[config.mk]
export PLATFORM = sky130hd
export DESIGN_NAME = xcorr_buf_ctrl
export DESIGN_NICKNAME = d
export VERILOG_FILES = /design/src/rtl/xcorr_buf_ctrl.sv
export SDC_FILE = /design/constraint.sdc
export NUM_CORES = 1
export LEC_CHECK = 0
export ABC_AREA = 1
export BUFFER_PORTS_ARGS = -buffer_cell sky130_fd_sc_hd__clkbuf_2
export CORE_AREA = 5 5 82 100
export DETAILED_ROUTE_END_ITERATION = 16
export DIE_AREA = 0 0 87 105
export PLACE_DENSITY = 0.82
export SLEW_MARGIN = 20
export SYNTH_ARGS = -nofsm -noshare
export SYNTH_HDL_FRONTEND = slang
export SYNTH_SLANG_ARGS = --single-unit
[constraint.sdc]
create_clock -name clk -period 2.4 [get_ports clk]
set_input_delay 0.24 -clock clk [delete_from_list [all_inputs] [get_ports clk]]
set_output_delay 0.24 -clock clk [all_outputs]
set_load 0.02 [all_outputs]
[src/rtl/xcorr_buf_ctrl.sv]
// Ping-pong frame buffer over a 1024-word SDP RAM: one half fills while the other is read back rotated by a lag.
// Define XCORR_BUF_OVR_CNT_EN to add the saturating overrun event counter output ovr_cnt.
module xcorr_buf_ctrl #(
    parameter int FRAME_LEN = 512,
    parameter int DATA_W    = 18
) (
    input  logic              clk,
    input  logic              reset,
    input  logic              s_valid,
    input  logic [DATA_W-1:0] s_data,
    output logic [9:0]        ram_ada,
    output logic [DATA_W-1:0] ram_din,
    output logic              ram_cea,
    output logic [9:0]        ram_adb,
    output logic              ram_ceb,
    output logic              ram_oce,
    input  logic [DATA_W-1:0] ram_dout,
    input  logic              rd_start,
    input  logic [8:0]        rd_lag,
    output logic              m_valid,
    output logic [DATA_W-1:0] m_data,
    output logic              m_last,
    output logic              frame_ready,
    output logic              busy,
    output logic              overrun
`ifdef XCORR_BUF_OVR_CNT_EN
    ,
    output logic [7:0]        ovr_cnt
`endif
);

    typedef enum logic [1:0] {
        IDLE  = 2'd0,
        READ  = 2'd1,
        DRAIN = 2'd2
    } state_t;

    localparam logic [8:0] LAST = 9'(FRAME_LEN - 1);

    state_t     state, state_nxt;
    logic       wr_half;
    logic [8:0] wr_cnt;
    logic [8:0] idx;
    logic [8:0] rd_cnt;
    logic       ceb_last;
    logic       accept;
    logic       rd_done;
    logic       wr_wrap;
    logic       swap;
    logic       ovr_evt;

    assign busy    = (state != IDLE);
    assign ram_oce = 1'b1;
    assign m_data  = ram_dout;

    // Read acceptance is decided on the pre-edge flags, so it always wins a tie with a swap.
    assign wr_wrap = s_valid && (wr_cnt == LAST);
    assign swap    = wr_wrap && !frame_ready && !busy;
    assign ovr_evt = wr_wrap && !swap;

    always_comb begin
        state_nxt = state;
        accept    = 1'b0;
        rd_done   = 1'b0;
        unique case (state)
            IDLE: begin
                if (rd_start && frame_ready) begin
                    accept    = 1'b1;
                    state_nxt = READ;
                end
            end
            READ: begin
                if (rd_cnt == LAST) begin
                    rd_done   = 1'b1;
                    state_nxt = DRAIN;
                end
            end
            DRAIN:   state_nxt = IDLE;
            default: state_nxt = IDLE;
        endcase
    end

    always_ff @(posedge clk or posedge reset) begin
        if (reset) begin
            wr_half     <= 1'b0;
            wr_cnt      <= '0;
            ram_cea     <= 1'b0;
            ram_ada     <= '0;
            ram_din     <= '0;
            frame_ready <= 1'b0;
            overrun     <= 1'b0;
        end else begin
            ram_cea <= s_valid;
            if (s_valid) begin
                ram_ada <= {wr_half, wr_cnt};
                ram_din <= s_data;
                wr_cnt  <= wr_wrap ? 9'd0 : wr_cnt + 9'd1;
            end
            if (swap) begin
                wr_half <= ~wr_half;
            end
            if (ovr_evt) begin
                overrun <= 1'b1;
            end
            if (swap) begin
                frame_ready <= 1'b1;
            end else if (accept) begin
                frame_ready <= 1'b0;
            end
        end
    end

    always_ff @(posedge clk or posedge reset) begin
        if (reset) begin
            state    <= IDLE;
            idx      <= '0;
            rd_cnt   <= '0;
            ram_ceb  <= 1'b0;
            ram_adb  <= '0;
            ceb_last <= 1'b0;
            m_valid  <= 1'b0;
            m_last   <= 1'b0;
        end else begin
            state    <= state_nxt;
            ram_ceb  <= (state == READ);
            ceb_last <= rd_done;
            m_valid  <= ram_ceb;
            m_last   <= ceb_last;
            if (accept) begin
                idx    <= ({1'b0, rd_lag} >= 10'(FRAME_LEN)) ? 9'd0 : rd_lag;
                rd_cnt <= '0;
            end else if (state == READ) begin
                ram_adb <= {~wr_half, idx};
                idx     <= (idx == LAST) ? 9'd0 : idx + 9'd1;
                rd_cnt  <= rd_cnt + 9'd1;
            end
        end
    end

`ifdef XCORR_BUF_OVR_CNT_EN
    always_ff @(posedge clk or posedge reset) begin
        if (reset) begin
            ovr_cnt <= '0;
        end else if (ovr_evt && ovr_cnt != 8'hFF) begin
            ovr_cnt <= ovr_cnt + 8'd1;
        end
    end
`endif

endmodule

Word-level counts from Yosys, hierarchy flattened
Cells that the tools add are included.
W data, S select, Z words.
{ "word_totals": {"regBits": 75, "out_inout_bits": 64, "word_cells": 55} }
{ "classes": {"addsub": 3, "n_eq_ne": 6, "muxes": 15, "bitwise_logic": 2, "n_reduce_logical": 14} }
{ "ops": {"columns": ["cell", "n"], "rows": [
  ["$mux W9", 6],
  ["$add A9 B1 Y9 const B", 3],
  ["$eq A9 B9 Y1 const B", 3],
  ["$mux W1", 6],
  ["$reduce_bool A2 Y1", 3],
  ["$logic_and A1 B1 Y1", 5],
  ["$mux W2", 2],
  ["$ne A2 B2 Y1 const B", 2],
  ["$pmux W2 S2", 1],
  ["$reduce_and A2 Y1", 2],
  ["$logic_not A1 Y1", 3],
  ["$eq A2 B1 Y1 const B", 1],
  ["$logic_not A2 Y1", 1],
  ["$not A1 Y1", 2]
]} }

Depth between registers and ports, before layout
Gate-level depths: netlist of run 1.
{ "depth": {"ltp_word": 6, "ltp_mapped": 9, "ltp_nobuf": 9} }

Worst setup path before layout of run 1
Ideal clock, no wire load.
{ "synth_path": {"path_type": "reg2reg", "from": "register wr_cnt[0]", "to": "register overrun", "arrival_ns": 1.331, "setup_slack_ns": 0.951, "stages_incl_launch_ff": 9, "path_buffers": 0, "period_less_slack_ns": 1.449, "cell_sequence": "dfrtp_1 > ha_1 > nand3_1 > nor2_1 > ha_1 > nand2_1 > inv_1 > nand3_1 > a21o_1"} }
{ "synth_between": {"elab_chain_len": 6} }
{ "synth_rtl": {"columns": ["element", "line", "source"], "rows": [
  ["start: declaration", "42", "logic [8:0] wr_cnt;"],
  ["start signal: assignment", "97", "wr_cnt <= wr_wrap ? 9'd0 : wr_cnt + 9'd1;"],
  ["$eq A9 B9 Y1 (*)", "57", "assign wr_wrap = s_valid && (wr_cnt == LAST);"],
  ["$logic_and A1 B1 Y1 (*)", "57", null],
  ["$logic_and A1 B1 Y1 (2 in series)", "58", "assign swap = wr_wrap && !frame_ready && !busy;"],
  ["$logic_not A1 Y1", "59", "assign ovr_evt = wr_wrap && !swap;"],
  ["$logic_and A1 B1 Y1 (*)", "59", null],
  ["end signal: assignment", "91", "overrun <= 1'b0;"],
  ["end signal: assignment", "103", "overrun <= 1'b1;"],
  ["end: declaration", "25", "output logic overrun"]
]} }
Every way passes the cells marked *; elsewhere a longest branch is shown, timed or not.
A chain may end at the register's enable or synchronous reset.

Worst setup path in the final report of run 1
{ "layout_path": {"from": "register idx[0]", "to": "register idx[3]"} }
{ "layout_between": {"elab_chain_len": 4, "elab_cells_between_ends": 5} }
{ "layout_rtl": {"columns": ["element", "line", "source"], "rows": [
  ["start: declaration", "43", "logic [8:0] idx;"],
  ["start signal: assignment", "130", "idx <= ({1'b0, rd_lag} >= 10'(FRAME_LEN)) ? 9'd0 : rd_lag;"],
  ["start signal: assignment", "134", "idx <= (idx == LAST) ? 9'd0 : idx + 9'd1;"],
  ["$add A9 B1 Y9 or $eq A9 B9 Y1 (tied branches)", "134", null],
  ["$mux W9 (*)", "134", null],
  ["$mux W9 (*)", "132", "end else if (state == READ) begin"],
  ["$mux W9 (*)", "129", "if (accept) begin"]
]} }
Every way passes the cells marked *; elsewhere a longest branch is shown, timed or not. The select of a mux whose other input is x is not followed.

==> results.ini, run 1 <==
[outcome]
status = finished, final reports clean

[route]
drtPass1Iterations = 4
routedWlPerCell_microns = 12.8
drtAntennaViolNets = 0
drc = 0
vias_per_cell = 4.90
vias = 2732
wl_microns = 7160
initialDrtViolationCount = 166

[clocking]
cts.clk_slew.worst_paths_ns = 0.07
hold_buffers = 1
cts_tree = built
cts_resized = 0
insertion_delay_ns = 0.34
cts_root_buf = clkbuf_8
cts_setup_buffers = 0
clockBufferDepth = 2
numCtsBuffers = 9
htree_levels = 3
cts_sinks = 75

[power]
p_per_area_nw_per_um2 = 720
vdd_drop_max_uv = 373
power_frac_clock_pct = 29.3
p_int_mw = 1.96
power_mw = 2.83
p_leak_nw = 2.13
comb_power_share_pct = 16.7
p_switching_uw = 863
pwr-share-seq_pct = 54.1
switching_share_pct = 30.5

[yosys]
syn_nets = 461
seq_area_frac_synth_pct = 54.2
synth_top_area_share_pct = 54.2
netlist_instances = 406
avgSynthCellArea_sq_um = 8.53
ys_types = 30
yosys-top-cells-area = dfrtp_1 (54%), nand2_1 (16%), buf_4 (4.3%), o21ai_0 (4.2%), inv_1 (3.9%)
syn_area_sq_um = 3460
yosys_warnings = 0
synth-seq-cells = 75
post-synth-top-area-cell = dfrtp_1

[sta]
finClkSkew_ns = 0.00563
timing.final.crit_share_pct = 70.1
fmax_ghz = 0.595
slew_violations = 0
worst_hold_slack_ns = 0.102
max_slew_margin_pct = 62.1
worstMarginPinSlew_ns = 0.568
finalSetupViolCount = 0
timing.final.crit_period_ns = 1.68
setup_tns_ns = 0
finalHoldViolCount = 0
rsz0062_at_grt = false

[setup_path]
path_class = reg2reg
arrival_ns = 1.96
crit_fanout = 5
crit_path_start_kind = register
cp-end-kind = register
required_ns = 2.68

[worst_hold_path]
hp-class = in2reg

[die]
io_pins = 113
design.core.area_sq_um = 7100
fp.dieW_microns = 87
fp-row-count = 34
die_area_sq_um = 9140
die_h_microns = 105
initial_utilization_pct = 48.7

[global_routing]
antenna_found_initial = 0
grt_pass1_wl_microns = 12500
grt_use_met3_pct = 4.72
overflow = 0
grt_pass1_vias = 2782
grt_max_degree = 50
grt-busiest-layer = met2
globalRouteMet2Util_pct = 27.6
grt_use_met1_pct = 21.0
grt_usage_pct = 16.8

[finish]
layout-drive-gt1-share_pct = 22.4
seqCellArea_sq_um = 1880
multi_input_area_sq_um = 1210
fin_nets = 519
area_growth_pct = 13.4
diodes = 0
fill_cells = 648
finalNonFillerCells = 558

[placement]
dpl.cell_count = 542
hpwl_microns = 5360
gp_congestion = 0.891
port_buffers = 75

[run]
maxCapViolCount = 0

## synthesized netlist by cell type
library cell,n
a21o_1,1
a21oi_1,4
and3_1,1
buf_2,7
buf_4,20
buf_6,2
buf_8,1
clkbuf_1,2
conb_1,1
dfrtp_1,75
ha_1,6
inv_1,36
inv_2,2
inv_4,1
nand2_1,147
nand2_2,1
nand2_4,2
nand3_1,19
nand4_1,6
nor2_1,26
nor2_2,2
nor2_4,2
nor3_1,1
nor3b_1,2
o211ai_1,2
o21ai_0,29
o21ai_2,3
o21bai_1,1
xnor2_1,1
xor2_1,3
## flip-flops by register name, summed over array words and instances (netlist names)
name         count
ram_din         18
ram_ada         10
ram_adb         10
idx              9
rd_cnt           9
wr_cnt           9
state            2
ceb_last         1
frame_ready      1
m_last           1
m_valid          1
overrun          1
ram_cea          1
ram_ceb          1
wr_half          1
## final timing paths
check	from	endpoint	slack, ns	cells past startpoint
worst max-delay path	idx[0]	idx[3]	0.72	9
worst min-delay path	s_data[1]	ram_din[1]	0.10	3
worst max register to register	idx[0]	idx[3]	0.72	9
worst min register to register	ceb_last	m_last	0.36	0
max in group asynchronous	reset	ram_ada[1]	1.27	4
min in group asynchronous	reset	ram_din[5]	0.48	3
## power by group through the flow
stage               sequential [mW]  clock [mW]  combinational (mW)
finish                         1.53       0.827               0.471
global route                   1.55       0.903               0.533
CTS                            1.53       0.858               0.483
detailed placement             1.55           0               0.480
global placement               1.54           0               0.469
floorplan                      1.61           0               0.280
## worst max-delay path: stages (launching register included)
cell     delay, ns
dfrtp_1       0.42
ha_1          0.25
nand3_1       0.14
inv_1         0.06
nand2_1       0.07
nor2_1        0.05
ha_1          0.20
nor2_2        0.23
nand3_1       0.12
nand2_1       0.08
## final cells by class
cell class | instances | area share [%]
clock buffers | 12 | 3.70
clock inverters | 3 | 0.382
inverters | 39 | 3.79
multi-input cells | 260 | 30.8
flip-flops and latches | 75 | 47.8
well taps | 90 | 2.87
repair buffers | 79 | 10.7
## cells in the final DEF (no fill, tap or decap), types with 3 or more instances in the layout
cell type and instances:
nand4_1 6, clkbuf_8 10, nand2_1 147, clkinv_2 3, dfrtp_1 75, ha_1 6, nand3_1 19, inv_1 35
nor2_1 26, clkbuf_2 75, inv_2 3, o21ai_2 3, o21ai_0 29, a21oi_1 4, xor2_1 3
## stage by stage
| stage | instance area, sq um | worst slack [ns] | util, % |
|---|---|---|---|
| 5_1_grt | 3930 | 0.586 | 55.3 |
| 3_5_place_dp | 3760 | 0.748 | 52.9 |
| 2_1_floorplan | 3460 | 0.250 | - |
| 3_3_place_gp | 3760 | 0.862 | 52.9 |
| 4_1_cts | 3930 | 0.727 | 55.3 |
| 6_report | 3930 | 0.718 | 55.3 |
## cells by family after synthesis
group | synth area share [%]
compound gates | 6.39
xor+xnor | 1.01
fa+ha+maj | 2.17
buf+inv | 10.9
flops | 54.2
other cells | 0.108
simple gates | 25.2
## routing by layer
metal,wire (microns),vias up
li1,-,1361
met1,2990,1274
met2,3560,89
met3,532,8
met4,74,0
met5,0,-
Power figures use the tool's default switching activity.
==> run 2, diff against run 1 <==
Settings changed: ABC_AREA 1 to 0, CORE_AREA 5 5 82 100 to 5 5 81 98, DIE_AREA 0 0 87 105 to 0 0 86 103, PLACE_DENSITY 0.82 to 0.83.
Clock period 2.4 ns to 1.7 ns, I/O delays scaled along.
==> run 2 against run 1 <==
The flow now finishes with violations (negative setup slack); worst setup slack lost 0.92 ns; global-route usage is essentially flat; core utilization grew 2.9 points; count of clock-buffer cells in the layout shrank 2; routed wire length shrank 1.3%; final cell count shrank 15%; power grew 48%.
==> results.ini, run 2 <==
[outcome]
status = complete, but fails checks
failed_checks = negative setup slack

[power]
p_leak_nw = 1.95  ; -8.6%
power_mw = 4.17  ; +48%
vdd_drop_max_uv = 500  ; +34%
p_per_area_nw_per_um2 = 1020  ; +42%

[worst_hold_path]
hp-class = in2reg
hold_start = rd_lag[0]
hold_depth = 3  ; unchanged
min_to = idx[0]

[yosys]
synth-seq-cells = 75  ; unchanged
avgSynthCellArea_sq_um = 11.0  ; +29%
ys_types = 39  ; +30%
synth_edf_count = 0  ; unchanged
post-synth-top-area-cell = dfrtp_1
yosysMostFrequentCell = dfrtp_1
yosys_warnings = 0  ; unchanged
seq_area_frac_synth_pct = 56.4  ; +2.2 points
async_flop_share_pct = 100  ; unchanged
ys.flop_type = dfrtp_1
syn_area_sq_um = 3330  ; -3.9%
yosys-top-cells-area = dfrtp_1 (56%), mux2_2 (9.8%), nand2_1 (5.1%), buf_4 (4.3%), o21ai_0 (2.6%)
ys_top_cells_by_count = dfrtp_1 (75), nand2_1 (45), mux2_2 (29), buf_4 (19)
netlist_instances = 303  ; -25%
synth_top_area_share_pct = 56.4  ; +2.2 points
syn_nets = 358  ; -22%

[clocking]
cts_tree = built
clockBufferDepth = 2  ; unchanged
htree_levels = 3  ; unchanged
cts.clk_slew.worst_paths_ns = 0.09  ; +0.02 ns
insertion_delay_ns = 0.34  ; about the same
cts_sinks = 75  ; unchanged
cts_root_buf = clkbuf_8
numCtsBuffers = 9  ; unchanged

[finish]
diodes = 0  ; unchanged
fin_nets = 434  ; -16%
layout-drive-gt1-share_pct = 41.4  ; +19 points
seqCellArea_sq_um = 1880  ; unchanged
largest-register = ram_din
area_growth_pct = 22.6
reg_top3 = ram_din (18), ram_ada (10), ram_adb (10)
fill_cells = 599  ; -7.6%
layout_common_cells = dfrtp_1 (75), clkbuf_2 (75), nand2_1 (45), mux2_2 (29), buf_4 (21)
multi_input_area_sq_um = 1270  ; +5.4%
largest_reg_flops = 18  ; unchanged

[placement]
port_buffers = 75  ; unchanged
hpwl_microns = 4940  ; -7.8%
gp_congestion = 0.916  ; +2.9%
dp_slack_ns = -0.197  ; -0.945 ns

[global_routing]
antenna_found_initial = 0  ; unchanged
overflow = 0  ; unchanged
grt_pass1_wl_microns = 11600  ; -7.3%
grt_usage_pct = 16.7  ; -0.024 points
grt_pass1_vias = 2511  ; -9.7%
grt_max_degree = 76  ; +52%

[sta]
worst_hold_slack_ns = 0.0259  ; -0.0757 ns
finalSetupViolCount = 7  ; +7
timing.final.crit_period_ns = 1.91  ; +0.225 ns
setup_tns_ns = -0.904  ; -0.904 ns
slew_violations = 0  ; unchanged
timing.final.crit_share_pct = 112  ; +42 points
finClkSkew_ns = 0.0135  ; +0.00791 ns
fmax_ghz = 0.524  ; -12%
setup_ws_ns = -0.207  ; -0.925 ns
finalHoldViolCount = 0  ; unchanged
rsz0062_at_grt = true

[setup_path]
path_class = reg2reg
required_ns = 1.99  ; -0.69 ns
crit_slowest_cell = or4_1
crit_path_start_kind = register
ff2ff_setup_slack_ns = -0.21  ; -0.92 ns
r2r_start = idx[1]
regToRegEndpoint = idx[5]
worstPathCellList = ha_2 > nand3_2 > nor2_2 > ha_2 > or3b_4 > or4_1 > nand3_1
arrival_ns = 2.20  ; +0.24 ns
cp-end-kind = register
slowest_delay_ns = 0.47  ; +0.05 ns
cpMostUsedCell = ha_2
r2r_cells = 7  ; -2
crit_fanout = 2  ; -3

[route]
drc = 0  ; unchanged
vias = 2530  ; -7.4%
initialDrtViolationCount = 110  ; -34%
routedWlPerCell_microns = 14.9  ; +16%
dr_wl_met3_microns = 465  ; -13%
drtPass1Iterations = 5  ; +1
highest_layer = met4
wl_microns = 7060  ; -1.3%
drtAntennaViolNets = 0  ; unchanged
met1_length_microns = 2850  ; -4.7%
dr_wl_met2_microns = 3570  ; about the same
vias_per_cell = 5.34  ; +9.0%

[die]
initial_utilization_pct = 47.4  ; -1.3 points
fp-row-count = 34  ; unchanged
io_pins = 113  ; unchanged
fp.dieW_microns = 86  ; -1.1%
design.core.area_sq_um = 7020  ; -1.2%
die_h_microns = 103  ; -1.9%
die_area_sq_um = 8860  ; -3.0%

[run]
maxCapViolCount = 0  ; unchanged

-- run 2: layout make-up --
cell class                 instances  share of cell area (%)
clock buffer                      10                    3.37
timing repair buffer              99                    14.1
inverter                           8                   0.919
sequential                        75                    46.0
tap                               90                    2.76
multi-input combinational        186                    31.2
clock inverter                     6                    1.75
-- run 2: critical path, delay by kind of cell, from the launching register on --
kind / cells / cell delay, ns
adders and majority gates: 2 / 0.38
DFF: 1 / 0.40
and+or+nand+nor: 5 / 1.07
-- run 2: report_power, final --
| part | total (mW) | internal (mW) | switching (mW) |
|---|---|---|---|
| logic | 0.648 | 0.286 | 0.361 |
| clock network | 1.42 | 0.730 | 0.685 |
| registers | 2.11 | 1.97 | 0.138 |
-- run 2: cell families (layout without fill, tap and decap cells) --
| group | Yosys count | count (layout) | share of synthesized area [%] |
|---|---|---|---|
| muxes | 29 | 29 | 9.81 |
| AOI/OAI and AO/OA | 41 | 41 | 7.40 |
| DFF | 75 | 75 | 56.4 |
| adders and majority gates | 6 | 6 | 2.25 |
| and+or+nand+nor | 100 | 100 | 14.4 |
| buffers and inverters | 42 | 123 | 7.29 |
| other | 1 | 1 | 0.113 |
| xor gates and xnor gates | 9 | 9 | 2.37 |
-- run 2: timing repair --
| action | in CTS | in global routing |
|---|---|---|
| buffers inserted | 2 | 3 |
| gates resized for setup | 4 | 10 |
| pin swaps | 1 | 6 |
| hold buffers | 1 | 0 |
| endpoints found under the hold margin | 75 | 0 |
| endpoints found under the setup margin | 7 | 18 |
-- run 2: how the worst max path moves through the flow --
stage,startpoint,end,slack [ns],cells past startpoint
after floorplan,idx[3],idx[5],-0.36,9
after global placement,idx[0],idx[5],-0.11,7
after detailed placement,idx[0],idx[6],-0.20,7
after CTS,idx[0],idx[5],-0.15,7
after global routing,idx[1],idx[3],-0.27,9
final,idx[1],idx[5],-0.21,7
-- run 2: per-stage QoR --
step,util [%],instance area (sq um),std cells
final,58.2,4080,474
after global routing,58.2,4080,474
after CTS,57.5,4040,473
after detailed placement,54.0,3790,454
after global placement,54.0,3790,454
after floorplan,-,3370,303
-- run 2: metal layers --
| metal | track usage (%) | vias up |
|---|---|---|
| li1 | - | 1174 |
| met1 | 20.3 | 1225 |
| met2 | 27.1 | 107 |
| met3 | 3.76 | 24 |
| met4 | 10.5 | 0 |
| met5 | 0 | - |
==> run 3, diff against run 2 <==
Settings changed: SKIP_LAST_GASP set to 1.
==> run 3 against run 2 <==
The flow still finishes with violations (negative setup slack); sequential cell count unchanged; count of clock-buffer cells in the layout did not move; die area unchanged; highest routed layer unchanged; maximum frequency up 0.71%; global-route usage fell by 0.22 points; clock skew about the same.
==> results.ini, run 3 (synthesized netlist as in run 2, its figures left out) <==
[clocking]
htree_levels = 3  ; unchanged
numCtsBuffers = 9  ; unchanged
cts_tree = built
cts.clk_slew.worst_paths_ns = 0.09  ; about the same
insertion_delay_ns = 0.34  ; about the same
cts_sinks = 75  ; unchanged
cts_root_buf = clkbuf_8
clockBufferDepth = 2  ; unchanged

[power]
p_leak_nw = 1.95  ; +0.18%
p_switching_mw = 1.18  ; -0.31%
switching_share_pct = 28.3  ; -0.064 points
comb_power_share_pct = 15.5  ; about the same
p_per_area_nw_per_um2 = 1020  ; about the same
pwr-share-seq_pct = 50.6  ; about the same
p_int_mw = 2.99  ; about the same
vdd_drop_max_uv = 500  ; -0.17%
power_frac_clock_pct = 33.9  ; about the same
power_mw = 4.17  ; about the same

[die]
io_pins = 113  ; unchanged
die_area_sq_um = 8860  ; unchanged
fp.dieW_microns = 86  ; unchanged
design.core.area_sq_um = 7020  ; unchanged
fp-row-count = 34  ; unchanged
die_h_microns = 103  ; unchanged
initial_utilization_pct = 47.4  ; unchanged

[setup_path]
crit_slowest_cell = or4_1
r2r_start = idx[1]
crit_path_start_kind = register
crit_path_start = idx[1]
required_ns = 1.99  ; about the same
cp-end-kind = register
cpMostUsedCell = ha_2
arrival_ns = 2.18  ; -0.02 ns
regToRegEndpoint = idx[5]
r2r_cells = 7  ; unchanged
path_class = reg2reg
worstPathCellList = ha_2 > nand3_2 > nor2_2 > ha_2 > or3b_4 > or4_1 > nand3_1
crit_end = idx[5]
crit_fanout = 2  ; unchanged
slowest_delay_ns = 0.47  ; about the same
ff2ff_setup_slack_ns = -0.19  ; about the same

[finish]
seqCellArea_sq_um = 1880  ; unchanged
fin_nets = 435  ; +0.23%
layout_common_cells = dfrtp_1 (75), clkbuf_2 (75), nand2_1 (45), mux2_2 (29), buf_4 (22)
diodes = 0  ; unchanged
reg_top3 = ram_din (18), ram_ada (10), ram_adb (10)
multi_input_area_sq_um = 1260  ; -1.1%
largest_reg_flops = 18  ; unchanged
layout-drive-gt1-share_pct = 41.0  ; -0.37 points
fill_cells = 601  ; +0.33%
largest-register = ram_din
area_growth_pct = 22.4

[route]
drtPass1Iterations = 4  ; -1
vias = 2517  ; -0.51%
initialDrtViolationCount = 123  ; +12%
drc = 0  ; unchanged
routedWlPerCell_microns = 14.8  ; -0.45%
drtAntennaViolNets = 0  ; unchanged
vias_per_cell = 5.30  ; -0.72%
wl_microns = 7050  ; -0.24%

[global_routing]
grt_pass1_vias = 2507  ; -0.16%
antenna_found_initial = 0  ; unchanged
grt_pass1_wl_microns = 11500  ; -0.90%
grt_usage_pct = 16.5  ; -0.22 points
overflow = 0  ; unchanged
grt_max_degree = 76  ; unchanged

[sta]
timing.final.crit_share_pct = 111  ; -0.79 points
fmax_ghz = 0.528  ; +0.71%
rsz0062_at_grt = true
finalSetupViolCount = 7  ; unchanged
finalHoldViolCount = 0  ; unchanged
finClkSkew_ns = 0.0139  ; +0.000312 ns
setup_ws_ns = -0.193  ; +0.0134 ns
timing.final.crit_period_ns = 1.89  ; -0.0134 ns
worst_hold_slack_ns = 0.0244  ; -0.00152 ns
slew_violations = 0  ; unchanged

[worst_hold_path]
hold_start = rd_lag[0]
hp-class = in2reg

[placement]
port_buffers = 75  ; unchanged
gp_congestion = 0.916  ; unchanged
hpwl_microns = 4940  ; unchanged

[outcome]
failed_checks = negative setup slack
status = complete, but fails checks

[run]
maxCapViolCount = 0  ; unchanged

==> run 3: cell types whose count changed in the layout (fill, tap and decap cells not counted), sizes merged <==
cell  change
buf       +1
==> run 3: stage by stage <==
stage                     utilization [%]  TNS [ns]  area (sq um)  std cells  setup slack (ns)
after floorplan                         -     -1.04          3370        303            -0.361
after global placement               54.0    -0.307          3790        454            -0.114
after detailed placement             54.0    -0.785          3790        454            -0.197
after CTS                            57.4    -0.642          4030        473            -0.153
after global routing                 58.1     -1.40          4080        475            -0.251
final                                58.1    -0.805          4080        475            -0.193
==> run 3: routing by layer <==
metal | GRT usage (%) | routed length, microns
met5 | 0 | 0
met4 | 9.74 | 240
met3 | 3.76 | 450
met2 | 26.8 | 3560
met1 | 20.2 | 2800
==> run 3: layout make-up <==
| type | instances | area share, % |
|---|---|---|
| Clock inverter | 6 | 1.75 |
| Inverter | 8 | 0.921 |
| Tap cell | 90 | 2.76 |
| Clock buffer | 10 | 3.38 |
| Multi-Input combinational cell | 186 | 30.9 |
| Timing Repair Buffer | 100 | 14.3 |
| Sequential cell | 75 | 46.0 |
==> run 3: worst min-delay path by stage <==
stage | endpoint | slack (ns) | cells past startpoint
floorplan | ram_cea | 0.20 | 0
global placement | m_valid | 0.29 | 3
detailed placement | m_valid | 0.30 | 3
CTS | idx[0] | 0.009 | 3
global route | ram_din[13] | 0.03 | 2
finish | idx[0] | 0.02 | 3
==> run 3: critical path, delay by kind of cell, from the launching register on <==
| family | cells | cell delay, ns |
|---|---|---|
| simple gates | 5 | 1.07 |
| flops | 1 | 0.40 |
| fa+ha+maj | 2 | 0.37 |
==> run 3: timing repair <==
action / CTS / global route
resized for setup: 3 / 10
setup endpoints to repair: 7 / 18
endpoints found under the hold margin: 75 / 0
pin swaps: 1 / 6
hold buffers: 1 / 0
cloned: 0 / 0
setup buffers: 2 / 4
==> run 3: power groups by stage <==
stage | Combinational, mW | Sequential [mW] | Clock [mW]
after detailed placement | 0.630 | 2.15 | 0
after global routing | 0.717 | 2.13 | 1.54
after global placement | 0.607 | 2.14 | 0
final | 0.647 | 2.11 | 1.41
after CTS | 0.634 | 2.12 | 1.46
after floorplan | 0.334 | 2.27 | 0
